File: config.mk
export PLATFORM = sky130hd
export DESIGN_NAME = sat_counter
export DESIGN_NICKNAME = d
export VERILOG_FILES = /design/src/rtl/sat_counter.sv
export SDC_FILE = /design/constraint.sdc
export NUM_CORES = 1
export LEC_CHECK = 0
export CAP_MARGIN = 20
export CORE_MARGIN = 2
export CORE_UTILIZATION = 48
export DETAILED_ROUTE_END_ITERATION = 10
export PLACE_DENSITY = 0.77
export SYNTH_ARGS = -nofsm -noshare
export SYNTH_HDL_FRONTEND = slang
export SYNTH_SLANG_ARGS = --single-unit
export TNS_END_PERCENT = 50
File: constraint.sdc
create_clock -name i_Clk -period 2.2 [get_ports i_Clk]
set_input_delay 0.22 -clock i_Clk [delete_from_list [all_inputs] [get_ports i_Clk]]
set_output_delay 0.22 -clock i_Clk [all_outputs]
set_load 0.03 [all_outputs]
File: src/rtl/sat_counter.sv
`default_nettype none
// ============================================================================
//  Module      : sat_counter
//  Description : Up-counter that sticks at all ones instead of wrapping.
//                Clear has priority over increment.
//  Parameters  : WIDTH    counter width in bits
//  Ports       : i_Clk    clock
//                i_Rst_L  synchronous active-low reset
//                i_Clear  synchronous clear
//                i_Inc    increment request
//                o_Count  current count (registered)
//  Revision    : 1.0  initial release
// ============================================================================
module sat_counter #(
    parameter int WIDTH = 16
) (
    input  logic             i_Clk,
    input  logic             i_Rst_L,
    input  logic             i_Clear,
    input  logic             i_Inc,
    output logic [WIDTH-1:0] o_Count
);

    logic [WIDTH-1:0] r_Count;
    logic             w_Full;

    assign w_Full = &r_Count;

    always_ff @(posedge i_Clk) begin
        if (!i_Rst_L || i_Clear) begin
            r_Count <= '0;
        end else if (i_Inc && !w_Full) begin
            r_Count <= r_Count + WIDTH'(1);
        end
    end

    assign o_Count = r_Count;

endmodule : sat_counter
`default_nettype wire

# Word-level counts from Yosys, hierarchy flattened
# Index checks and enable logic that the tools add are counted.
# totals
regBits	16
latchBits	0
mem_bits_rw	0
mem_bits_ro	0
out_inout_bits	16
mem_count	0
# classes
addsub	1
multipliers	0
div_mod_pow	0
order_cmp	0
n_eq_ne	0
shifts	0
n_mux	0
n_bitwise	0
reduce_logical	5
# ops
op	count
adder 16 x 1 -> 16 bit, second input constant	1
AND reduction 16 bit	1
zero test 1 bit	2
logical AND 1 bit	1
logical OR 1 bit	1

# Depth between registers and ports, before layout
# Gate-level depths: netlist of the first run.
# logic_depth
ltp_word	3
ltp_mapped	6
mapped_depth_nobuf	5

# Worst setup path after synthesis of the first run
# No wires, ideal clock.
# synth_path
kind	register -> register
start	register r_Count[0] (netlist: o_Count[0])
end	register r_Count[15] (netlist: o_Count[15])
setup_time_ns	0.121
arrival_ns	1.748
required_time_ns	2.079
setup_slack_ns	0.331
path_stages_with_launch	6
period_less_slack_ns	1.869
path_cell_list	dfxtp_1 ha_1 nand2_1 or3_1 nand4_1 mux2_2
# synth_between
elab_chain_cells	3
word_cells_on_any_way	4
classes_between	add/sub (1); reduce/logical (3)
# synth_lines
item	line	rtl
from (decl)	24	logic [WIDTH-1:0] r_Count;
from (signal assigned)	33	r_Count <= r_Count + WIDTH'(1);
branches (longest 3 deep; another with adder 16 x 1 -> 16 bit)	--	
# Several ways; the timed one is not identified.
# A chain may end at the register's enable or synchronous reset.

# Worst setup path in the final report of the first run
# Same ends and word-level chain as after synthesis.

==> run summary, run 1 <==
Synthesis produced 96 cells. 20 I/O pins were placed. The logs give 2.00 ns for the critical path arrival and 0.5115 ns for the worst hold-check slack. The headroom to the max-slew limit came out at 70.07%.

After detailed routing, the number of remaining DRC violations is 0. Final number of setup-violating endpoints: 0. Setup repair after global routing left no endpoint under its margin. Across the VDD grid, the largest voltage drop is 0.3975 mV. Violation count after the first detailed-route iteration: 10. The tools report the hold violation total from the final report as 0.

The run gives 16 as the number of sinks handled by clock tree synthesis. The final-stage net count is 125. The beginning of the worst register-to-register path is o_Count[0]. Family with the most delay on the worst path: simple AND/OR/NAND/NOR gates.

The flow ran to the end, and the final reports show no timing, DRC or antenna violations. The number of max-cap violations is 0. Sequential cells were found to cover 37.48% of the synthesized design area. The tools report the maximum clock frequency as 0.5515 GHz.

Walking the worst path, the cells encountered are ha_1 > nand2_1 > or3_1 > nand4_1 > mux2_2. The tools report the number of max-slew violations in the final report as 0. The number of hold buffers added after CTS was 0. The final route contains 844 vias.

The synthesized design contains 16 register bits. In this run the worst setup path begins at o_Count[0]. The critical path contains buffers and inverters numbering 0 combined.

Counting the buffers created by CTS gives 3. The later pin in the worst-skew pair is clocked with a latency of 0.29 ns. The logs give 0 for the number of antenna diodes and 101 for the number of nets in the synthesized netlist. The run gives 0.3699 nW as the leakage power figure.

The root buffer cell chosen for the clock tree is sky130_fd_sc_hd__clkbuf_4. Count of port buffers added during placement: 19. Number of global-route vias before repair: 727.

The via density per instance is 5.861. OpenSTA, run right after detailed placement, puts the worst setup slack at 0.2980 ns. The clock arrives with 0.006919 ns of skew. For the finished layout, the period the worst path requires is 1.813 ns. STA classifies the critical path endpoint as a flip-flop. TritonCTS built the clock tree. Setup slack on the worst reg-to-reg path comes out at 0.39 ns. After floorplanning, the core was sized to cover 1708 um2.

Dividing total power by cell area gives a power density of 468.4 nW/um2. The placer congestion estimate was 0.7522; the total standard cell area after synthesis was 854.6 um2. Once detail routing completed, the nets flagged for antenna violations numbered 0.

In this design, the stage delay of the slowest critical-path cell is 0.43 ns. The kind of path behind the tightest hold check was reg -> reg. The critical path ends at o_Count[15]. The first TritonRoute pass finished after 4 iterations. Of all nets on the critical path, the largest fanout is 8. For the standard-cell row count, the log shows 15. In this run the vertical extent of the chip is 46.20 um. In this run, distinct cell masters in the synthesized netlist total 37. STA classifies the critical path startpoint as a flip-flop. The floorplan step defined a die boundary enclosing 2134 um2. By startpoint and endpoint, the worst setup path is classified as reg -> reg. In this run the deepest clock path goes through 2 buffers. The starting density of the core is 50.04%, and the final HPWL from detailed placement is 1410 um.

The tools report the post-route worst setup slack as 0.3867 ns. The routed wirelength normalized by instance count came out at 12.80 um. The CTS H-tree depth is 1, and the worst reg2reg path depth is 5.

For the initial antenna violation count, the log shows 0. Master of the slowest instance on the critical path: sky130_fd_sc_hd__dfxtp_1. Once layout is complete, the cells apart from fillers number 144. Measured on the finished design, the core utilization comes to 65.57%. The critical path runs through a total of 5 cells.

Summed over all failing endpoints, the final setup total negative slack is 0 ns. The run gives 0 as the count of instances resized after the clock tree is built. After clock tree synthesis, the clock-pin slew on the worst setup and hold paths is 0.09 ns. The register with the most flip-flops in the layout has 16 of them. The endpoint identified for the worst register-to-register timing path is o_Count[15].

After detailed placement, the design holds a cell count of 140. The die extent in x was 46.20 um. For this run the aggregate overflow at the end of global routing stands at 0. A synthesized cell averages 8.902 um2. The layout cell share with drive strength beyond 1 came out at 13.45%. Entering global routing, the biggest net connects 10 pins. During synthesis, Yosys emitted a total of 0 warnings. The first global-routing pass estimated 3201 um of wire.

The run gives 1843 um as the total length of routed wires. The post-route clock period utilization is 82.42%. The endpoint required time on the critical path is 2.39 ns, and the slew at the pin closest to its max-slew limit is 0.4485 ns. Post-CTS timing repair inserted 0 buffers for setup. The area overhead of the layout relative to synthesis works out to 31.04%. The run gives 20.56% as the global-route total usage across every layer.
## final cells by class
cell class / instances / area, um2
Timing Repair Buffer: 22 / 212.7
Fill cell: 143 / 588.1
Inverter: 2 / 7.507
Tap cell: 25 / 31.28
Clock buffer: 4 / 36.28
Multi-Input combinational cell: 75 / 511.7
Sequential cell: 16 / 320.3
## Yosys cell counts (all sizes together)
cell	n	area share [%]
buf	1	0.88
and4	1	1.2
mux2	1	1.3
nor2b	1	0.73
nand2	9	4.0
or4	4	3.7
xor2	1	1.0
dfxtp	16	37
nor2	4	1.8
clkbuf	2	0.88
o21ai	5	2.9
o31a	1	1.0
o41ai	2	4.2
nor3	3	1.8
o311ai	1	1.0
and3	1	0.73
or3	5	4.4
ha	1	1.5
nand3	4	2.3
a21bo	1	1.2
a21oi	7	4.1
o21a	3	2.6
o31ai	3	2.6
o2111ai	1	1.0
nand3b	1	0.88
mux2i	1	1.2
inv	2	0.88
nand2b	2	1.5
and2	2	1.5
nor4	4	2.9
nand4	6	6.9
## logic make-up (layout without fill, tap and decap cells)
kind of cell,count (synthesis),in the layout,share of synthesized area [%]
simple gates,47,47,34.11
mux,2,2,2.489
xor+xnor,1,1,1.025
fa+ha+maj,1,1,1.464
flops,16,16,37.48
compound gates,24,24,20.79
buf+inv,5,28,2.636
## stage by stage
stage	instance area (um2)	power, mW
after global placement	1084	0.3305
after floorplan	854.6	0.3159
final	1120	0.5245
after CTS	1120	0.5314
after global routing	1120	0.5477
after detailed placement	1084	0.3312
## layout by cell type (no fill, tap or decap), drive strengths merged, types with 3 or more instances in the layout
cell	netlist	routed
nand3	4	4
a21oi	7	7
nor4	4	4
o31ai	3	3
buf	1	3
dfxtp	16	16
o21a	3	3
nand4	6	6
o21ai	5	5
clkbuf	2	4
nand2	9	9
nor3	3	3
or3	5	5
or4	4	4
nor2	4	4
clkdlybuf4s50	0	19
## worst min path at each step
stage / start / end / slack (ns) / depth (start not counted)
3_3_place_gp: o_Count[14] / o_Count[14] / 0.49 / 2
5_1_grt: o_Count[14] / o_Count[14] / 0.55 / 2
3_5_place_dp: o_Count[14] / o_Count[14] / 0.50 / 2
4_1_cts: o_Count[14] / o_Count[14] / 0.51 / 2
6_report: o_Count[14] / o_Count[14] / 0.51 / 2
2_1_floorplan: i_Inc / o_Count[4] / 0.46 / 3
## power breakdown
part           switching [mW]  internal, mW
Sequential            0.00193         0.291
Combinational          0.0168        0.0148
Clock                  0.0994         0.101
## per-layer routing
metal / share of wire (%) / global-route usage, % / up-vias
li1: - / - / 416
met1: 44 / 27.38 / 404
met2: 52 / 33.06 / 20
met3: 2.9 / 2.745 / 4
met4: 1.6 / 8.571 / 0
met5: 0 / 0 / -
## worst min-delay path, stage by stage (launching register included)
cell	delay [ns]
sky130_fd_sc_hd__dfxtp_1	0.35
sky130_fd_sc_hd__nand2_1	0.06
sky130_fd_sc_hd__mux2i_1	0.05
No activity file was read; power rests on OpenSTA's default activity.
==> run 2, diff against run 1 <==
--- a/config.mk
+++ b/config.mk
@@ -7,9 +7,9 @@
 export LEC_CHECK = 0
 export CAP_MARGIN = 20
 export CORE_MARGIN = 2
-export CORE_UTILIZATION = 48
+export CORE_UTILIZATION = 43
 export DETAILED_ROUTE_END_ITERATION = 10
-export PLACE_DENSITY = 0.77
+export PLACE_DENSITY = 0.73
 export SYNTH_ARGS = -nofsm -noshare
 export SYNTH_HDL_FRONTEND = slang
 export SYNTH_SLANG_ARGS = --single-unit
==> constraint.sdc (replaced) <==
create_clock -name i_Clk -period 1.65 [get_ports i_Clk]
set_input_delay 0.165 -clock i_Clk [delete_from_list [all_inputs] [get_ports i_Clk]]
set_output_delay 0.165 -clock i_Clk [all_outputs]
set_load 0.03 [all_outputs]
==> run 2 against run 1 <==
Net effect: count of clock-buffer cells in the layout unchanged; via count up 11%; sequential share of layout area down 3.6 points; clock power up 12%; global-route usage down 0.93 points; fmax up 13%; total power up 26%; utilization up 6.8 points; sequential cell count unchanged; combinational power up 63%; first-iteration DRC count rose to 3.3 times the previous value; critical path depth down 1.
==> run summary, run 2 (same netlist as run 1, synthesis figures left out) <==
In the final routed layout, each cell accounts on average for 13.31 um. The register with the most flip-flops in the layout has 16 of them. The core region is 1922 um2. The number of max-slew violations in the final report was 0; the setup total negative slack was 0 ns. The signal on the critical path passes through nand4_4 > or3_4 > or4_1 > a21oi_1. TritonCTS built the clock tree. Relative to the synthesized area, the layout overhead comes to 62.66%. The power density of the placed cells came out at 475.1 nW/um2. The placer congestion estimate was 0.7927.

The hold path depth came out at 1. At the end of the flow, the number of nets in the layout was 149. IR analysis of the VDD net gives a maximum drop of 0.4171 mV. The initial antenna violation count is 0.

The largest net degree at the start of global routing is 12, and the final number of setup-violating endpoints is 0. The tools report the type of destination of the critical path as a flip-flop. Counting along the longest clock path gives a buffer depth of 2. The tools report the clock root buffer master as sky130_fd_sc_hd__clkbuf_4. In the routed layout, each cell is associated on average with a via count of 5.506. Between clock sinks in the finished design, the worst skew comes to 0.004122 ns. The kind of path behind the tightest hold check was reg -> reg. 20 I/O pins were placed.

The peak per-stage delay on the critical path came out at 0.43 ns. The analysis attributes to cell leakage a power of 0.6493 nW. The total overflow left after global routing is 0.

The repair_antennas step left the layout with diodes totalling 0. The floorplan has 16 rows. The number of global-route vias before repair is 886. The layout has 147 filler cells. The worst path uses 97.61% of the clock period.

For the finished layout, the period the worst path requires is 1.611 ns. The number of placed instances, taps included, is 163. The tools report the area used by multi-input combinational logic as 561.8 um2. After the first detailed-routing iteration, the DRC count stood at 33.

The count of buffering cells on the critical path with inverters included is 0. The CTS H-tree depth was 1. The count of buffers added on input and output ports is 19. Largest fanout of any net on the critical path: 6. The critical path is of the reg -> reg type. Path length in cells of the critical path: 4. At the pin with the least slew margin, the transition time is 0.3916 ns.

The die height came out at 48.58 um. The antenna violation net count after detailed routing is 0. Detailed routing inserted a total of 936 vias.

Summed over all nets, the half-perimeter wirelength after detailed placement is 1644 um. The worst register-to-register path has a depth of 4. The run gives 0 as the hold violation total from the final report.

The die covers 2360 um2. Post-layout instance count excluding filler cells: 170. STA classifies the critical path startpoint as a flip-flop. The layout cell share with drive strength beyond 1 was 43.36%. The flow ran to the end, and the final reports show no timing, DRC or antenna violations.

For this run, the top clock speed supported by timing is 0.6209 GHz. The die is 48.58 um wide. The number of max-cap violations is 0. Master of the slowest instance on the critical path: sky130_fd_sc_hd__or3_4. Grouping stages by cell kind, the critical path spends the most delay in simple AND/OR/NAND/NOR gates. Global routing used 19.63% of the available tracks across all layers. The tree built by TritonCTS fans out to 16 sinks. After detailed routing, the number of remaining DRC violations is 0. For the worst-skew pair, the clock arrives at the later sink with an insertion delay of 0.29 ns.

Leaving out fill and tap cells, the most frequent cell in the layout is sky130_fd_sc_hd__buf_4. The clock-pin slew of the registers on the worst-case setup and hold paths is 0.10 ns, and the post-route cell area is 1390 um2. Across the whole layout, storage elements account for 347.8 um2.

Summing all placed instances gives a cell area of 1281 um2. Global-route wire length before repair: 3691 um. Setup repair after global routing left no endpoint under its margin. For the worst setup path, the data required time is 1.87 ns. In this run, CTS created clock tree buffers numbering 3. The initial utilization of the core area, before any placement, comes to 44.47%. Critical path arrival: 1.83 ns. Summed over all layers, the routed wires come to 2263 um.

Measured against its own limit, the worst slew margin works out to 73.65%. In the layout the commonest cells are sky130_fd_sc_hd__buf_4, sky130_fd_sc_hd__dfxtp_2, sky130_fd_sc_hd__clkdlybuf4s50_1. For the number of iterations in the first detailed-routing pass, the log shows 4.
[run 2: cell types whose count changed in the layout (fill, tap and decap cells not counted), moves of 3 or more]
cell                              before  now
sky130_fd_sc_hd__buf_4                 3   27
sky130_fd_sc_hd__dfxtp_1              16    0
sky130_fd_sc_hd__dfxtp_2               0   13
sky130_fd_sc_hd__clkdlybuf4s50_1      19   11
sky130_fd_sc_hd__dlymetal6s2s_1        0    8
sky130_fd_sc_hd__dfxtp_4               0    3
[run 2: path summary, 6_finish.rpt]
path,start,to,slack [ns]
setup / recovery,o_Count[6],o_Count[9],0.04
hold / removal,o_Count[11],o_Count[11],0.51
setup reg to reg,o_Count[6],o_Count[9],0.04
hold reg to reg,o_Count[11],o_Count[11],0.51
[run 2: metal layers]
metal	vias up	track usage (%)	share of wire, %
met5	-	0	0
met4	0	7.143	1.0
met3	3	3.086	3.0
met2	17	35.88	50
met1	452	23.08	46
li1	464	-	-
[run 2: worst register-to-register path: stages, from the launching register on]
cell and delay, ns:
sky130_fd_sc_hd__dfxtp_4 0.39, sky130_fd_sc_hd__nand4_4 0.16, sky130_fd_sc_hd__or3_4 0.43, sky130_fd_sc_hd__or4_1 0.41, sky130_fd_sc_hd__a21oi_1 0.15
[run 2: area by class of cell]
cell class / count / area share [%]
Inverter: 2 / 0.5401
Timing Repair Buffer: 46 / 29.70
Clock buffer: 4 / 1.890
Multi-Input combinational cell: 75 / 40.41
Sequential cell: 16 / 25.02
Tap cell: 27 / 2.430
[run 2: what timing repair did]
action	in CTS	in global routing
buffers inserted	2	2
pin swaps	3	2
hold buffers	0	0
endpoints found under the setup margin	9	15
gates resized for setup	3	13
[run 2: power breakdown]
group	total, mW	switching [mW]	internal [mW]
clock	0.224	0.130	0.0941
combinational	0.0515	0.0264	0.0251
sequential	0.385	0.00170	0.384
[run 2: stage by stage]
stage | hold WS (ns) | power (mW) | utilization (%) | setup WS, ns
floorplan | 0.4016 | 0.4203 | - | -0.004751
global placement | 0.4595 | 0.4417 | 66.67 | -0.1532
detailed placement | 0.4665 | 0.4434 | 66.67 | -0.1928
CTS | 0.4776 | 0.6639 | 69.14 | 0.01194
global route | 0.5392 | 0.6909 | 72.33 | 0.0007294
finish | 0.5060 | 0.6604 | 72.33 | 0.03949
